**src/rtl/pkt_bundled_tx.sv**
```systemverilog
// Clocked 2-phase bundled-data packet source: numbered multi-word packets, tail flagged in Data[1].
// Latency: start -> first req toggle = 1 (LOAD) + SETUP_CYCLES cycles; ack seen SYNC_STAGES cycles after it lands.
// Backpressure: one word in flight; waits in WAIT_ACK until synchronised ack matches req, flags a stall after TIMEOUT.
module pkt_bundled_tx #(
    parameter int WORD_WIDTH   = 32,
    parameter int SETUP_CYCLES = 2,
    parameter int GAP_CYCLES   = 4,
    parameter int SYNC_STAGES  = 2,
    parameter int TIMEOUT      = 1024
) (
    input  logic                  clk,
    input  logic                  reset,
    input  logic                  start,
    input  logic [15:0]           num_packets,
    input  logic [5:0]            pkt_len,
    output logic                  req,
    input  logic                  ack,
    output logic [WORD_WIDTH-1:0] Data,
    output logic [15:0]           PacketTX,
    output logic                  busy,
    output logic                  Finished,
    output logic                  timeout_err
);

    localparam int PW = WORD_WIDTH - 8;
    localparam int SW = (SETUP_CYCLES > 1) ? $clog2(SETUP_CYCLES) : 1;
    localparam int GW = (GAP_CYCLES > 1) ? $clog2(GAP_CYCLES) : 1;
    localparam int TW = $clog2(TIMEOUT + 1);

    typedef struct packed {
        logic [PW-1:0] pkt;
        logic [5:0]    wrd;
        logic          tail;
        logic          head;
    } word_t;

    typedef enum logic [2:0] {
        IDLE,
        LOAD,
        SETUP,
        WAIT_ACK,
        GAP,
        DONE
    } state_t;

    state_t                 state_q, state_d;
    logic                   req_q, req_d;
    word_t                  data_q, data_d;
    logic [15:0]            pkt_tx_q, pkt_tx_d;
    logic                   fin_q, fin_d;
    logic                   to_err_q, to_err_d;
    logic [15:0]            num_q, num_d;
    logic [5:0]             len_q, len_d;
    logic [15:0]            pkt_idx_q, pkt_idx_d;
    logic [5:0]             word_idx_q, word_idx_d;
    logic [SW-1:0]          setup_cnt_q, setup_cnt_d;
    logic [GW-1:0]          gap_cnt_q, gap_cnt_d;
    logic [TW-1:0]          to_cnt_q, to_cnt_d;
    logic [SYNC_STAGES-1:0] ack_sync_q;
    logic                   ack_s;
    logic                   is_tail;
    logic                   is_last_pkt;
    logic                   xfer_done;

    function automatic word_t make_word(input logic [15:0] pkt, input logic [5:0] wrd,
                                        input logic [5:0] len);
        word_t w;
        w.pkt  = PW'(pkt);
        w.wrd  = wrd;
        w.tail = (wrd == len - 6'd1);
        w.head = (wrd == 6'd0);
        return w;
    endfunction

    // ack is asynchronous to clk; only the last stage is ever compared against req.
    always_ff @(posedge clk or posedge reset) begin
        if (reset) begin
            ack_sync_q <= '0;
        end else begin
            ack_sync_q <= {ack_sync_q[SYNC_STAGES-2:0], ack};
        end
    end

    assign ack_s       = ack_sync_q[SYNC_STAGES-1];
    assign xfer_done   = (ack_s == req_q);
    assign is_tail     = (word_idx_q == len_q - 6'd1);
    assign is_last_pkt = (pkt_idx_q == num_q - 16'd1);

    always_ff @(posedge clk or posedge reset) begin
        if (reset) begin
            state_q     <= IDLE;
            req_q       <= 1'b0;
            data_q      <= '0;
            pkt_tx_q    <= '0;
            fin_q       <= 1'b0;
            to_err_q    <= 1'b0;
            num_q       <= '0;
            len_q       <= 6'd1;
            pkt_idx_q   <= '0;
            word_idx_q  <= '0;
            setup_cnt_q <= '0;
            gap_cnt_q   <= '0;
            to_cnt_q    <= '0;
        end else begin
            state_q     <= state_d;
            req_q       <= req_d;
            data_q      <= data_d;
            pkt_tx_q    <= pkt_tx_d;
            fin_q       <= fin_d;
            to_err_q    <= to_err_d;
            num_q       <= num_d;
            len_q       <= len_d;
            pkt_idx_q   <= pkt_idx_d;
            word_idx_q  <= word_idx_d;
            setup_cnt_q <= setup_cnt_d;
            gap_cnt_q   <= gap_cnt_d;
            to_cnt_q    <= to_cnt_d;
        end
    end

    always_comb begin
        state_d     = state_q;
        req_d       = req_q;
        data_d      = data_q;
        pkt_tx_d    = pkt_tx_q;
        fin_d       = fin_q;
        to_err_d    = to_err_q;
        num_d       = num_q;
        len_d       = len_q;
        pkt_idx_d   = pkt_idx_q;
        word_idx_d  = word_idx_q;
        setup_cnt_d = setup_cnt_q;
        gap_cnt_d   = gap_cnt_q;
        to_cnt_d    = to_cnt_q;

        case (state_q)
            IDLE, DONE: begin
                if (start) begin
                    num_d      = num_packets;
                    len_d      = (pkt_len == 6'd0) ? 6'd1 : pkt_len;
                    pkt_tx_d   = '0;
                    pkt_idx_d  = '0;
                    word_idx_d = '0;
                    if (num_packets == 16'd0) begin
                        state_d = DONE;
                        fin_d   = 1'b1;
                    end else begin
                        state_d = LOAD;
                        fin_d   = 1'b0;
                    end
                end
            end
            LOAD: begin
                setup_cnt_d = '0;
                state_d     = SETUP;
            end
            SETUP: begin
                if (setup_cnt_q == SW'(SETUP_CYCLES - 1)) begin
                    req_d    = ~req_q;
                    to_cnt_d = '0;
                    state_d  = WAIT_ACK;
                end else begin
                    setup_cnt_d = setup_cnt_q + SW'(1);
                end
            end
            WAIT_ACK: begin
                if (to_cnt_q != TW'(TIMEOUT)) begin
                    to_cnt_d = to_cnt_q + TW'(1);
                end
                if (to_cnt_q == TW'(TIMEOUT - 1)) begin
                    to_err_d = 1'b1;
                end
                if (xfer_done) begin
                    if (!is_tail) begin
                        word_idx_d = word_idx_q + 6'd1;
                        state_d    = LOAD;
                    end else begin
                        pkt_tx_d = pkt_tx_q + 16'd1;
                        if (is_last_pkt) begin
                            state_d = DONE;
                            fin_d   = 1'b1;
                        end else begin
                            pkt_idx_d  = pkt_idx_q + 16'd1;
                            word_idx_d = '0;
                            gap_cnt_d  = '0;
                            state_d    = (GAP_CYCLES == 0) ? LOAD : GAP;
                        end
                    end
                end
            end
            GAP: begin
                if (gap_cnt_q == GW'(GAP_CYCLES - 1)) begin
                    state_d = LOAD;
                end else begin
                    gap_cnt_d = gap_cnt_q + GW'(1);
                end
            end
            default: begin
                state_d = IDLE;
            end
        endcase

        // Data changes only on entry to LOAD, so it leads the req edge by SETUP_CYCLES+1 cycles.
        if (state_d == LOAD) begin
            data_d = make_word(pkt_idx_d, word_idx_d, len_d);
        end
    end

    assign req         = req_q;
    assign Data        = data_q;
    assign PacketTX    = pkt_tx_q;
    assign Finished    = fin_q;
    assign timeout_err = to_err_q;
    assign busy        = (state_q == LOAD) || (state_q == SETUP) ||
                         (state_q == WAIT_ACK) || (state_q == GAP);

endmodule
```
**config.mk**
```make
export PLATFORM = sky130hd
export DESIGN_NAME = pkt_bundled_tx
export DESIGN_NICKNAME = d
export VERILOG_FILES = /design/src/rtl/pkt_bundled_tx.sv
export SDC_FILE = /design/constraint.sdc
export NUM_CORES = 1
export LEC_CHECK = 0
export CAP_MARGIN = 15
export CORE_AREA = 2 2 86 130
export CTS_BUF_LIST = sky130_fd_sc_hd__clkbuf_8
export DETAILED_ROUTE_END_ITERATION = 10
export DIE_AREA = 0 0 88 132
export DONT_BUFFER_PORTS = 1
export HOLD_SLACK_MARGIN = 0.08
export PLACE_DENSITY = 0.79
export SLEW_MARGIN = 25
export SYNTH_ARGS = -nofsm -noshare
export SYNTH_HDL_FRONTEND = slang
export SYNTH_SLANG_ARGS = --single-unit
```
**constraint.sdc**
```tcl
create_clock -name clk -period 4.55 [get_ports clk]
set_input_delay 0 -clock clk [delete_from_list [all_inputs] [get_ports clk]]
set_output_delay 0 -clock clk [all_outputs]
set_load 0.05 [all_outputs]
```
==> impl_metrics.ini <==
[run_status]
status = finished, final reports clean

[yosys]
synthAdderAreaFrac_pct = 1.82
netlist_instances = 677
synth-simple-area-share_pct = 23.1
synth_xor_xnor_area_share_pct = 8.44
ys_ff_latch = 106
async_reset_ff_share_pct = 100
synth_mux_area_share_pct = 4.90
mappedNetlistArea_sq_um = 6180
synth_seq_area_share_pct = 42.9
synth_compound_area_share_pct = 14.4
synth_flop_cell = dfrtp_1
synth.avg_cell_area_sq_um = 9.13
synth_top_family_by_area = simple AND/OR/NAND/NOR gates
synth_edf_count = 0
synth_cell_types = 73
synth-warning-count = 0

[clock_network]
h-tree-depth = 3
post_cts.repair.setup_buffers = 0
clk_pin_slew_worst_paths_ns = 0.10
clk-insertion-delay-late_ns = 0.37
clock-sinks = 106
cts_tree = yes
cts_buffers = 9
cts_root_buf = clkbuf_8
ctsLongestPathBuffers = 2

[power]
peakVddDrop_mv = 0.323
pwr-share-seq_pct = 42.2
p_leak_nw = 3.01
intPower_w = 0.00211
powerDensity_nw_per_um2 = 612
clkPwrFrac_pct = 13.3
pwr-share-comb_pct = 44.5
switching_share_pct = 48.7
power_switching_w = 0.00200

[final_layout]
drive_above_1_share_pct = 9.48
n_antenna_cell = 0
area_growth_pct = 8.81
fin_nets = 726

[floorplanning]
rows = 46
dieArea_sq_um = 11600
chipHeight_microns = 132
io_pins = 78
design.core.area_sq_um = 10400
start_util_pct = 59.3
die_x_microns = 88

[sta]
holdWs_ns = 0.105
max_freq_mhz = 249
grt_setup_unrepaired = no
hold_viol = 0
fin_tns_setup_ns = 0
setup-violations-final = 0
relSlewSlack_pct = 48.3
setup_slack_ns = 0.537
worstMarginPinSlew_ns = 0.766
min_period_ns = 4.01
finalCritPeriodShare_pct = 88.2
maxSlewViolCount = 0
finClkSkew_ns = 0.0168

[global_route]
overflow = 0
grt_use_total_pct = 29.1
grt_max_degree = 74
antenna_found_initial = 0
grt_pass1_wl_microns = 26600
grt_pass1_vias = 5367

[routing]
drc = 0
via_per_inst = 6.21
drt_first_pass_iters = 5
first_iter_violations = 299
wl_microns = 16000
routedWlPerCell_microns = 19.1
drtAntennaViolNets = 0
vias = 5219

[worst_setup_path]
reg2reg_depth = 13
critPathArrivalTime_ns = 4.29
worstPathRequired_ns = 4.82
critPathLaunchType = register
cp_max_fo = 16
crit_path_end_kind = register
criticalPathCategory = register to register

[placement]
dp.final_hpwl_microns = 11600
io_buffers = 0
place_congestion = 0.946
pre_cts_ws_ns = 0.604

[min_path]
min_path_type = input pin to asynchronous set/reset pin

[job]
maxCapViolCount = 0
cell type report:
cell class | instances | area, sq um
fillers | 855 | 3690
multi-input cells | 518 | 3300
flip-flops and latches | 106 | 2650
repair buffers | 35 | 329
well taps | 144 | 180
clock buffers | 11 | 151
inverters | 21 | 81.3
clock inverters | 5 | 30.0
through the flow:
stage | area, sq um | util (%) | power, W | std cells
6_report | 6720 | 64.5 | 0.00411 | 840
2_1_floorplan | 6210 | - | 0.00305 | 684
5_1_grt | 6720 | 64.5 | 0.00440 | 840
4_1_cts | 6720 | 64.5 | 0.00410 | 840
3_3_place_gp | 6290 | 60.4 | 0.00347 | 799
3_5_place_dp | 6290 | 60.4 | 0.00353 | 799
power by group through the flow:
stage                     sequential [W]  combinational [W]  clock [W]
after global routing             0.00177            0.00203   0.000593
after global placement           0.00173            0.00174          0
final                            0.00174            0.00183   0.000546
after detailed placement         0.00175            0.00178          0
after floorplan                  0.00157            0.00149          0
after CTS                        0.00173            0.00182   0.000554
layout by cell type, fill, tap and decap left out, types with 14 or more instances in the layout:
master and count:
nand2_1 110, dfrtp_1 105, o21ai_0 45, nor2_1 39
xor2_1 36, a21oi_1 27, dlygate4sd3_1 25, inv_1 22
xnor2_1 21, nand3_1 19, mux2_2 18, and3_1 15
or3_1 14
cell usage after synthesis (2+ instances only):
cell | count | share of area (%)
a211oi_1 | 4 | 0.49
a21o_1 | 3 | 0.36
a21oi_1 | 27 | 2.2
a221oi_1 | 2 | 0.28
a22oi_1 | 6 | 0.73
a311oi_1 | 2 | 0.28
a31oi_1 | 11 | 1.1
a41oi_1 | 5 | 0.71
and2_1 | 6 | 0.61
and3_1 | 15 | 1.5
and4_1 | 2 | 0.28
buf_2 | 3 | 0.24
buf_4 | 8 | 0.97
clkbuf_1 | 27 | 1.6
dfrtp_1 | 105 | 43
ha_1 | 9 | 1.8
inv_1 | 21 | 1.3
mux2_2 | 18 | 3.3
mux2i_1 | 10 | 1.6
nand2_1 | 110 | 6.7
nand2b_1 | 5 | 0.51
nand3_1 | 19 | 1.5
nand3b_1 | 3 | 0.36
nand4_1 | 13 | 1.3
nand4b_1 | 2 | 0.28
nor2_1 | 40 | 2.4
nor2b_1 | 4 | 0.40
nor3_1 | 7 | 0.57
nor3b_1 | 2 | 0.24
nor4_1 | 8 | 0.81
o2111ai_1 | 3 | 0.43
o21ai_0 | 45 | 3.6
o21ai_1 | 6 | 0.49
o21bai_1 | 2 | 0.24
o22ai_1 | 4 | 0.40
o311ai_1 | 2 | 0.28
o31ai_1 | 3 | 0.36
o41ai_2 | 2 | 0.53
or2_2 | 5 | 0.51
or3_1 | 14 | 1.4
or4_1 | 6 | 0.73
or4_4 | 2 | 0.36
xnor2_1 | 21 | 3.0
xor2_1 | 36 | 5.1
critical path: stages, from the launching register on:
cell and delay (ns):
dfrtp_1 0.65, xor2_1 0.19, or2_2 0.40, o31ai_1 0.37, ha_1 0.26, nor3b_1 0.25
xor2_1 0.19, mux2i_1 0.16, a22oi_1 0.17, o21bai_1 0.09, a22oi_1 0.20, nand4_1 0.12
or4_4 0.56, o41ai_2 0.32
path summary, 6_finish.rpt:
kind,from,slack [ns],to
worst max-delay path,state_q[0]$_DFF_PP0_,0.54,Data[1]$_DFFE_PP0N_
worst min-delay path,reset,0.11,to_cnt_q[5]$_DFFE_PP0P_
worst max register to register,state_q[0]$_DFF_PP0_,0.54,Data[1]$_DFFE_PP0N_
worst min register to register,ack_sync_q[0]$_DFF_PP0_,0.36,ack_sync_q[1]$_DFF_PP0_
max in group asynchronous,reset,3.45,num_q[15]$_DFFE_PP0P_
min in group clk,start,0.11,len_q[1]$_DFF_PP0_
per-layer routing:
layer / global-route usage, % / share of wire, % / vias up
met5: 0 / 0 / -
met4: 16.1 / 4.9 / 0
met3: 4.26 / 4.3 / 51
met2: 49.7 / 53 / 178
met1: 34.1 / 38 / 2573
li1: - / - / 2417
kinds of logic (layout without fill, tap and decap cells):
| family | count (synthesis) | count (layout) |
|---|---|---|
| buf+inv | 60 | 72 |
| fa+ha+maj | 9 | 9 |
| flops | 106 | 106 |
| xor+xnor | 58 | 58 |
| other cells | 1 | 8 |
| simple gates | 275 | 275 |
| mux | 28 | 28 |
| compound gates | 140 | 140 |
state kept, by name, indices dropped and copies added (netlist names), 2 cells and up:
| register | cells |
|---|---|
| Data | 24 |
| PacketTX | 16 |
| num_q | 16 |
| pkt_idx_q | 16 |
| to_cnt_q | 11 |
| len_q | 6 |
| word_idx_q | 6 |
| state_q | 3 |
| ack_sync_q | 2 |
| gap_cnt_q | 2 |
repair_timing:
action	CTS	global route
gates resized for setup	0	0
hold buffers	25	0
endpoints found under the hold margin	60	0
endpoints found under the setup margin	0	0
Note: power is estimated with default switching activity, not from simulation.
